File: src/rtl/axis_master_arbiter.sv
// Round-robin packet arbiter in front of a single axis_master backend port.
// A grant covers a whole packet and is held until the backend reports bk_done.
module axis_master_arbiter #(
    parameter int unsigned N_REQ         = 4,
    parameter logic [7:0]  DRAIN_TIMEOUT = 8'd255
) (
    input  logic                 axi_aclk,
    input  logic                 axi_areset,
    input  logic [N_REQ-1:0]     req_valid,
    input  logic [N_REQ-1:0]     req_last,
    input  logic [32*N_REQ-1:0]  req_data,
    input  logic [4*N_REQ-1:0]   req_tstrb,
    input  logic [4*N_REQ-1:0]   req_tkeep,
    input  logic [2*N_REQ-1:0]   req_user,
    output logic [N_REQ-1:0]     req_ready,
    output logic                 bk_start,
    output logic [31:0]          bk_data,
    output logic [3:0]           bk_tstrb,
    output logic [3:0]           bk_tkeep,
    output logic [1:0]           bk_user,
    input  logic                 bk_nordy,
    input  logic                 bk_done,
    output logic [2:0]           grant_id,
    output logic                 busy,
    input  logic                 err_clr,
    output logic                 drain_to_err,
    output logic                 frag_err
);

    localparam logic [1:0] StIdle  = 2'd0;
    localparam logic [1:0] StGrant = 2'd1;
    localparam logic [1:0] StDrain = 2'd2;

    logic [1:0]  state_q, state_d;
    logic [2:0]  grant_q, grant_d;
    logic [2:0]  last_gnt_q, last_gnt_d;
    logic [7:0]  cnt_q, cnt_d, cnt_inc;
    logic        bk_start_q, bk_start_d;
    logic [31:0] bk_data_q, bk_data_d;
    logic [3:0]  bk_tstrb_q, bk_tstrb_d;
    logic [3:0]  bk_tkeep_q, bk_tkeep_d;
    logic [1:0]  bk_user_q, bk_user_d;
    logic        drain_err_q, drain_err_d;
    logic        frag_err_q, frag_err_d;

    // Requester signals widened to 8 lanes so a 3-bit grant indexes them exactly.
    logic [7:0]  valid_ext;
    logic [7:0]  last_ext;
    logic [31:0] data_arr [8];
    logic [3:0]  strb_arr [8];
    logic [3:0]  keep_arr [8];
    logic [1:0]  user_arr [8];

    always_comb begin
        valid_ext = '0;
        last_ext  = '0;
        for (int i = 0; i < 8; i++) begin
            data_arr[i] = '0;
            strb_arr[i] = '0;
            keep_arr[i] = '0;
            user_arr[i] = '0;
        end
        for (int i = 0; i < int'(N_REQ); i++) begin
            valid_ext[i] = req_valid[i];
            last_ext[i]  = req_last[i];
            data_arr[i]  = req_data[32*i +: 32];
            strb_arr[i]  = req_tstrb[4*i +: 4];
            keep_arr[i]  = req_tkeep[4*i +: 4];
            user_arr[i]  = req_user[2*i +: 2];
        end
    end

    // Search starts one past the previous winner and wraps at N_REQ.
    logic       found;
    logic [2:0] pick;
    logic [3:0] cand;

    always_comb begin
        found = 1'b0;
        pick  = '0;
        cand  = '0;
        for (int k = 1; k <= int'(N_REQ); k++) begin
            cand = {1'b0, last_gnt_q} + 4'(k);
            if (cand >= 4'(N_REQ)) begin
                cand = cand - 4'(N_REQ);
            end
            if (!found && valid_ext[cand[2:0]]) begin
                found = 1'b1;
                pick  = cand[2:0];
            end
        end
    end

    logic [7:0] ready_ext;
    logic       accept;

    always_comb begin
        ready_ext = 8'd0;
        if (state_q == StGrant && !bk_nordy) begin
            ready_ext = 8'd1 << grant_q;
        end
    end

    assign req_ready = ready_ext[N_REQ-1:0];
    assign accept    = (state_q == StGrant) && valid_ext[grant_q] && !bk_nordy;
    assign cnt_inc   = (cnt_q == 8'hFF) ? cnt_q : cnt_q + 8'd1;

    always_comb begin
        state_d     = state_q;
        grant_d     = grant_q;
        last_gnt_d  = last_gnt_q;
        cnt_d       = cnt_q;
        bk_start_d  = 1'b0;
        bk_data_d   = bk_data_q;
        bk_tstrb_d  = bk_tstrb_q;
        bk_tkeep_d  = bk_tkeep_q;
        bk_user_d   = bk_user_q;
        drain_err_d = drain_err_q & ~err_clr;
        frag_err_d  = frag_err_q & ~err_clr;
        unique case (state_q)
            StIdle: begin
                cnt_d = '0;
                if (found) begin
                    grant_d    = pick;
                    last_gnt_d = pick;
                    state_d    = StGrant;
                end
            end
            StGrant: begin
                if (accept) begin
                    bk_start_d = 1'b1;
                    bk_data_d  = data_arr[grant_q];
                    bk_tstrb_d = strb_arr[grant_q];
                    bk_tkeep_d = keep_arr[grant_q];
                    bk_user_d  = user_arr[grant_q];
                    if (last_ext[grant_q]) begin
                        state_d = StDrain;
                        cnt_d   = '0;
                    end
                end
                // A done mid-packet means the backend closed the packet early.
                if (bk_done) begin
                    frag_err_d = 1'b1;
                end
            end
            StDrain: begin
                if (bk_done) begin
                    state_d = StIdle;
                    cnt_d   = '0;
                end else if (cnt_inc >= DRAIN_TIMEOUT) begin
                    drain_err_d = 1'b1;
                    state_d     = StIdle;
                    cnt_d       = '0;
                end else begin
                    cnt_d = cnt_inc;
                end
            end
            default: begin
                state_d = StIdle;
            end
        endcase
    end

    always_ff @(posedge axi_aclk) begin
        if (axi_areset) begin
            state_q     <= StIdle;
            grant_q     <= '0;
            last_gnt_q  <= 3'(N_REQ - 1);
            cnt_q       <= '0;
            bk_start_q  <= 1'b0;
            bk_data_q   <= '0;
            bk_tstrb_q  <= '0;
            bk_tkeep_q  <= '0;
            bk_user_q   <= '0;
            drain_err_q <= 1'b0;
            frag_err_q  <= 1'b0;
        end else begin
            state_q     <= state_d;
            grant_q     <= grant_d;
            last_gnt_q  <= last_gnt_d;
            cnt_q       <= cnt_d;
            bk_start_q  <= bk_start_d;
            bk_data_q   <= bk_data_d;
            bk_tstrb_q  <= bk_tstrb_d;
            bk_tkeep_q  <= bk_tkeep_d;
            bk_user_q   <= bk_user_d;
            drain_err_q <= drain_err_d;
            frag_err_q  <= frag_err_d;
        end
    end

    assign bk_start     = bk_start_q;
    assign bk_data      = bk_data_q;
    assign bk_tstrb     = bk_tstrb_q;
    assign bk_tkeep     = bk_tkeep_q;
    assign bk_user      = bk_user_q;
    assign grant_id     = grant_q;
    assign busy         = (state_q != StIdle);
    assign drain_to_err = drain_err_q;
    assign frag_err     = frag_err_q;

endmodule

File: config.mk
export PLATFORM = sky130hd
export DESIGN_NAME = axis_master_arbiter
export DESIGN_NICKNAME = d
export VERILOG_FILES = /design/src/rtl/axis_master_arbiter.sv
export SDC_FILE = /design/constraint.sdc
export NUM_CORES = 1
export LEC_CHECK = 0
export ABC_AREA = 1
export BUFFER_PORTS_ARGS = -buffer_cell sky130_fd_sc_hd__buf_2
export CAP_MARGIN = 5
export CORE_AREA = 2 2 105 107
export CTS_CLUSTER_DIAMETER = 50
export CTS_CLUSTER_SIZE = 8
export DETAILED_ROUTE_END_ITERATION = 16
export DIE_AREA = 0 0 107 109
export PLACE_DENSITY = 0.67
export SETUP_SLACK_MARGIN = 0.4
export SKIP_CTS_REPAIR_TIMING = 1
export SLEW_MARGIN = 20
export SYNTH_ARGS = -nofsm -noshare
export SYNTH_HDL_FRONTEND = slang
export SYNTH_SLANG_ARGS = --single-unit
File: constraint.sdc
create_clock -name axi_aclk -period 2.4 [get_ports axi_aclk]
set_input_delay 0.12 -clock axi_aclk [delete_from_list [all_inputs] [get_ports axi_aclk]]
set_output_delay 0.12 -clock axi_aclk [all_outputs]
set_load 0.01 [all_outputs]
# --- Word-level counts from Yosys, hierarchy flattened ---
# Cells that the tools add are included.
op_classes:
  n_addsub: 9
  magnitude_cmp: 11
  eq_ne: 7
  shift: 1
  n_mux: 55
  bitwise_logic: 5
  n_reduce_logical: 18
ops:
  columns: ["operator", "n"]
  rows:
  - ["$bmux W32 S3", 1]
  - ["$mux W32", 2]
  - ["$mux W8", 5]
  - ["$bmux W4 S3", 2]
  - ["$mux W3", 8]
  - ["$pmux W8 S3", 1]
  - ["$lt A3 B4 Y1 const B", 5]
  - ["$mux W4", 5]
  - ["$bmux W1 S3", 6]
  - ["$ge A4 B3 Y1 const B", 4]
  - ["$mux W1", 16]
  - ["$mux W2", 7]
  - ["$sub A3 B3 Y3 const B", 4]
  - ["$add A3 B2 Y4 const B", 2]
  - ["$add A8 B1 Y8 const B", 1]
  - ["$eq A8 B8 Y1 const B", 1]
  - ["$ge A8 B8 Y1 const B", 1]
  - ["$bmux W2 S3", 1]
  - ["$logic_and A1 B1 Y1", 6]
  - ["$pmux W2 S3", 1]
  - ["$add A3 B1 Y4 const B", 1]
  - ["$add A3 B3 Y4 const B", 1]
  - ["$ge A4 B4 Y1 const B", 1]
  - ["$logic_not A1 Y1", 4]
  - ["other kinds (16)", 20]
totals:
  ff_bits: 61
  in_bits: 181

# --- Longest topological paths before layout ---
depth:
  ltp_word: 17
  ltp_mapped: 14

# --- Least setup slack after synthesis ---
# Ideal clock, no wire load.
synth_timing:
  kind: "register -> register"
  start: "reg last_gnt_q[0]"
  end: "reg grant_q[0] (netlist: grant_id[0])"
  arrival_ns: 1.680
  t_required_ns: 2.272
  setup_slack_ns: 0.592
  stages_incl_launch_ff: 13
  synth_period_minus_slack_ns: 1.808
  path_cell_list: "dfxtp_1 > buf_2 > inv_2 > ha_1 > inv_1 > nand3_1 > nand3_1 > nand2_1 > nor2_1 > a21oi_1 > nor2_1 > nor2_1 > nor2_1"
synth_via:
  elab_chain_len: 16
  word_cells_on_any_way: 39
  classes_between: "8 x add/sub; 4 x order compare; 20 x mux; 7 x reduce/logical"
synth_lines:
  columns: ["element", "line", "source"]
  rows:
  - ["from (decl)", "36", "logic [2:0] last_gnt_q, last_gnt_d;"]
  - ["from (signal assigned)", "168", "last_gnt_q <= 3'(N_REQ - 1);"]
  - ["from (signal assigned)", "180", "last_gnt_q <= last_gnt_d;"]
  - ["$add A3 B1 Y4", "83", "cand = {1'b0, last_gnt_q} + 4'(k);"]
  - ["$ge A4 B3 Y1 / $sub A3 B3 Y3 (equally long branches)", "84, 85", null]
  - ["$mux W3", "84", "if (cand >= 4'(N_REQ)) begin"]
  - ["$bmux W1 S3", "87", "if (!found && valid_ext[cand[2:0]]) begin"]
  - ["$mux W1 (not written as such)", "87", null]
  - ["$mux W1", "87", null]
  - ["$logic_not A1 Y1", "87", null]
  - ["$logic_and A1 B1 Y1", "87", null]
  - ["$mux W1", "87", null]
  - ["$logic_not A1 Y1", "87", null]
  - ["$logic_and A1 B1 Y1", "87", null]
  - ["$mux W1", "87", null]
  - ["$logic_not A1 Y1", "87", null]
  - ["$logic_and A1 B1 Y1", "87", null]
  - ["$mux W1", "87", null]
  - ["$reduce_and A2 Y1 (no source line)", null, null]
  - ["to (signal assigned)", "179", "grant_q <= grant_d;"]
  - ["to (decl)", "35", "logic [2:0] grant_q, grant_d;"]
# Parallel ways exist; a longest one is shown, timed or not. The select of a mux whose other input is x is not followed.
# A chain may end at the register's enable or synchronous reset.

# --- Worst setup path in the final report ---
layout_timing:
  start: "reg grant_q[0] (netlist: grant_id[0])"
  end: "reg cnt_q[7]"
layout_via:
  elab_chain_len: 6
  word_cells_on_any_way: 9
  classes_between: "2 x eq/ne; 4 x mux; 3 x reduce/logical"
layout_lines:
  columns: ["element", "line", "source"]
  rows:
  - ["$bmux W1 S3", "105", "assign accept = (state_q == StGrant) && valid_ext[grant_q] && !bk_nordy;"]
  - ["$mux W1 (not written as such)", "105", null]
  - ["$logic_and A1 B1 Y1 (2 in series)", "105", null]
  - ["$ne A2 B2 Y1 (no source line)", null, null]
  - ["$reduce_and A3 Y1 (no source line) (*)", null, null]
  - ["to (signal assigned)", "181", "cnt_q <= cnt_d;"]
  - ["to (decl)", "37", "logic [7:0] cnt_q, cnt_d, cnt_inc;"]
# Every way passes the cells marked *; elsewhere a longest branch is shown, timed or not. The select of a mux whose other input is x is not followed.

==> run metrics <==
Max FO, Critical Path=43; worst ir drop on vdd=around 0.00032 V; Num CTS Buffers=9; top post-synthesis cells by area=dfxtp_1 34%, nand2_1 14%, o211a_1 12%; Sum Neg Setup Slack=0 ns; Worst Path Buf+Inv=2; area grow syn2layout=42.13%; per-cell routed wire length=around 15 um; DRT iter0 DRCs=~290; Clk pwr share=between 20 and 25%; Worst Hold Launch=err_clr; CTS Buffer Depth=2; DRC Markers=0; Post-Syn Area=~3600 um^2; gp weighted congestion=between 0.8 and 0.9; WL final=between 10000 and 15000 um; Internal=between 2000 and 2500 uW; worst-path cell with the longest stage delay=dfxtp_1; share of async-settable or async-resettable flops after synthesis=0%; sequential area share after synthesis=around a third; nets=between 800 and 900; beginning of the critical path=grant_id[0]; Sink Count=60; Post-Syn Nets=between 600 and 700; Max-Slew Margin vs Limit=a little under three fifths; combinational cell fraction of total power=a little under half; Yosys Warn Count=0; Crit Path Category=reg -> reg; Vias=between 4000 and 5000; IO buf count=between 200 and 250; Core Util, Final=between 40 and 50%; Post-synth EDFFs=0; Req. time, crit path=2.60 ns; DR pass1 iterations=5; crit start category=flop; Die X=roughly 110 um; unrepaired setup endpoints after global routing=yes; Root Buffer=clkbuf_8; r2r endpoint=cnt_q[7]; worst-margin pin slew=~0.65 ns; worst-skew pair later-pin latency=0.35 ns; WP data arrival=2.09 ns; vias per cell=roughly 5.2; ANT cells=0; Final setup viols=0; post-synth top area share=between 30% and 40%; outcome=finished clean; worst hold-check path type=in -> reg; Hold Path Depth=4; Max Cap Viol=0; row count=38; detailed placer's ending HPWL=just over 9000 um; initial antenna violation count=0; crit-path cells=inv_2 -> nor2_4 -> a22oi_1 -> a21oi_4 -> clkbuf_16 -> nand2_4 -> nand3_1 -> a21oi_1; Layout Skew=approximately 0.022 ns; Hold Path Sink=drain_to_err; Worst path max stage delay=approximately 0.54 ns; Cell Pwr Density=815.0 nW/um^2; worst r2r src=grant_id[0]; CP endpoint kind=flop; delay-heaviest family, CP=flip-flops; library cells used by synthesis=27; Flop pwr share=between 30% and 40%; leading area contributor after synthesis=dfxtp_1; max-slew violations=0; Die Ht=~110 um; total congestion overflow=0; Final Cycle Share=roughly four fifths; Fmax=around 530 MHz; Worst-path clk slew=0.09 ns; IO Pins=between 200 and 250; vias in the first global route=4172; first-pass GRT wire length=~19000 um; Cells after Synth=slightly below 500; Sw Share=a little over two fifths; DIE AREA=roughly 12000 um^2; #FFs+latches synth=60; H-tree Lvls=3; reg2reg path depth=8; net load switching power=roughly 1700 uW; syn_area_per_cell=7.283 um^2; fillers=about 1100; R2R setup slack=roughly 0.51 ns; post-layout minimum cycle time=around 1.9 ns; largest net degree at the start of global routing=87; initial core utilization=roughly a third; final hold viol count=0; layout cells sized above 1=between 40% and 50%; Pleak=~0.0026 uW; Global Route Usage Sum=about a fifth; Antenna Nets Post-Route=0; Core Box Area=10600 um^2; CTS tree=built; Post-synth top flop=dfxtp_1
[area by class of cell]
type | instances | area, um^2 | area share (%)
Tap cell | 140 | 175.2 | 3.447
Clock buffer | 9 | 123.9 | 2.437
Sequential cell | 60 | 1210 | 23.81
Clock inverter | 7 | 76.32 | 1.502
Multi-Input combinational cell | 371 | 2137 | 42.05
Timing Repair Buffer | 242 | 1262 | 24.84
Inverter | 26 | 97.59 | 1.920
[through the flow]
step | hold slack (ns) | setup slack, ns | total power, uW | instance area, um^2 | cells
floorplan | 0.2625 | 0.5921 | 2600 | 3576 | 491
global placement | 0.3937 | 0.4489 | 3129 | 4816 | 837
detailed placement | 0.3947 | 0.3761 | 3177 | 4816 | 837
CTS | 0.009908 | 0.3672 | 4121 | 5016 | 853
global route | 0.01605 | 0.3919 | 4493 | 5082 | 855
finish | 0.02197 | 0.5130 | 4142 | 5082 | 855
[registers in the layout, summed over array words and instances, names as in the netlist, named ones only]
| register | cells |
|---|---|
| bk_data | 32 |
| cnt_q | 8 |
| bk_tkeep | 4 |
| bk_tstrb | 4 |
| bk_user | 2 |
| grant_id | 2 |
| last_gnt_q | 2 |
| state_q | 2 |
| bk_start | 1 |
| drain_to_err | 1 |
| frag_err | 1 |
[per-layer routing]
layer / vias to the layer above / wire length (um) / GRT usage, %
li1: 2196 / - / -
met2: 196 / 6489 / 37.08
met4: 0 / 218 / 8.905
met1: 2075 / 4943 / 22.69
met3: 15 / 864 / 4.901
met5: - / 0 / 0
[synthesized netlist by cell type (2+ instances only)]
| cell | count |
|---|---|
| a21oi_1 | 17 |
| a22oi_1 | 46 |
| buf_1 | 3 |
| buf_2 | 7 |
| buf_6 | 5 |
| clkbuf_1 | 19 |
| dfxtp_1 | 60 |
| ha_1 | 3 |
| inv_1 | 14 |
| inv_2 | 11 |
| nand2_1 | 137 |
| nand3_1 | 38 |
| nand4_1 | 44 |
| nor2_1 | 23 |
| nor2_2 | 2 |
| nor2_4 | 3 |
| nor3_1 | 5 |
| o211a_1 | 42 |
| o21ai_0 | 3 |
| xor2_1 | 2 |
[power by group through the flow]
stage                     clock network [uW]  logic [uW]  registers [uW]
after floorplan                            0        1300            1300
after global placement                     0        1830            1300
after detailed placement                   0        1880            1300
after CTS                                956        1880            1280
after global routing                    1010        2170            1310
final                                    923        1930            1290
[worst max-delay path by stage]
| stage | depth (start not counted) | to | slack (ns) |
|---|---|---|---|
| 2_1_floorplan | 12 | grant_id[0] | 0.59 |
| 3_3_place_gp | 11 | grant_id[0] | 0.45 |
| 3_5_place_dp | 11 | grant_id[0] | 0.38 |
| 4_1_cts | 11 | grant_id[1] | 0.37 |
| 5_1_grt | 11 | grant_id[1] | 0.39 |
| 6_report | 8 | cnt_q[7] | 0.51 |
[placed cells by master, fill, tap and decap left out, types with 2 or more instances in the layout]
master | synthesis | layout
a22oi_1 | 46 | 46
inv_1 | 14 | 14
ha_1 | 3 | 3
dfxtp_1 | 60 | 55
buf_6 | 5 | 3
dfxtp_2 | 0 | 4
xor2_1 | 2 | 2
nor3_1 | 5 | 4
inv_2 | 11 | 11
buf_2 | 7 | 233
a21oi_2 | 1 | 2
clkbuf_8 | 0 | 9
nor2_1 | 23 | 19
clkinvlp_4 | 0 | 2
nand4_1 | 44 | 44
o21ai_0 | 3 | 3
nor2_4 | 3 | 3
nor2_2 | 2 | 6
buf_4 | 1 | 5
nand2_2 | 1 | 2
nand3_1 | 38 | 37
clkinv_4 | 0 | 2
a21oi_1 | 17 | 15
nand2_1 | 137 | 137
o211a_1 | 42 | 42
[kinds of logic (layout without fill, tap and decap cells)]
family	after synthesis	count (layout)	synth area share, %
flops	60	60	33.59
fa+ha+maj	3	3	1.050
simple gates	255	256	32.47
xor+xnor	2	2	0.4899
buf+inv	61	284	7.802
compound gates	110	110	24.60
[worst min-delay path, cell delays in order]
cell     delay (ns)
buf_2          0.07
inv_1          0.04
nand2_1        0.05
a21oi_1        0.05
Note: power is estimated with default switching activity, not from simulation.
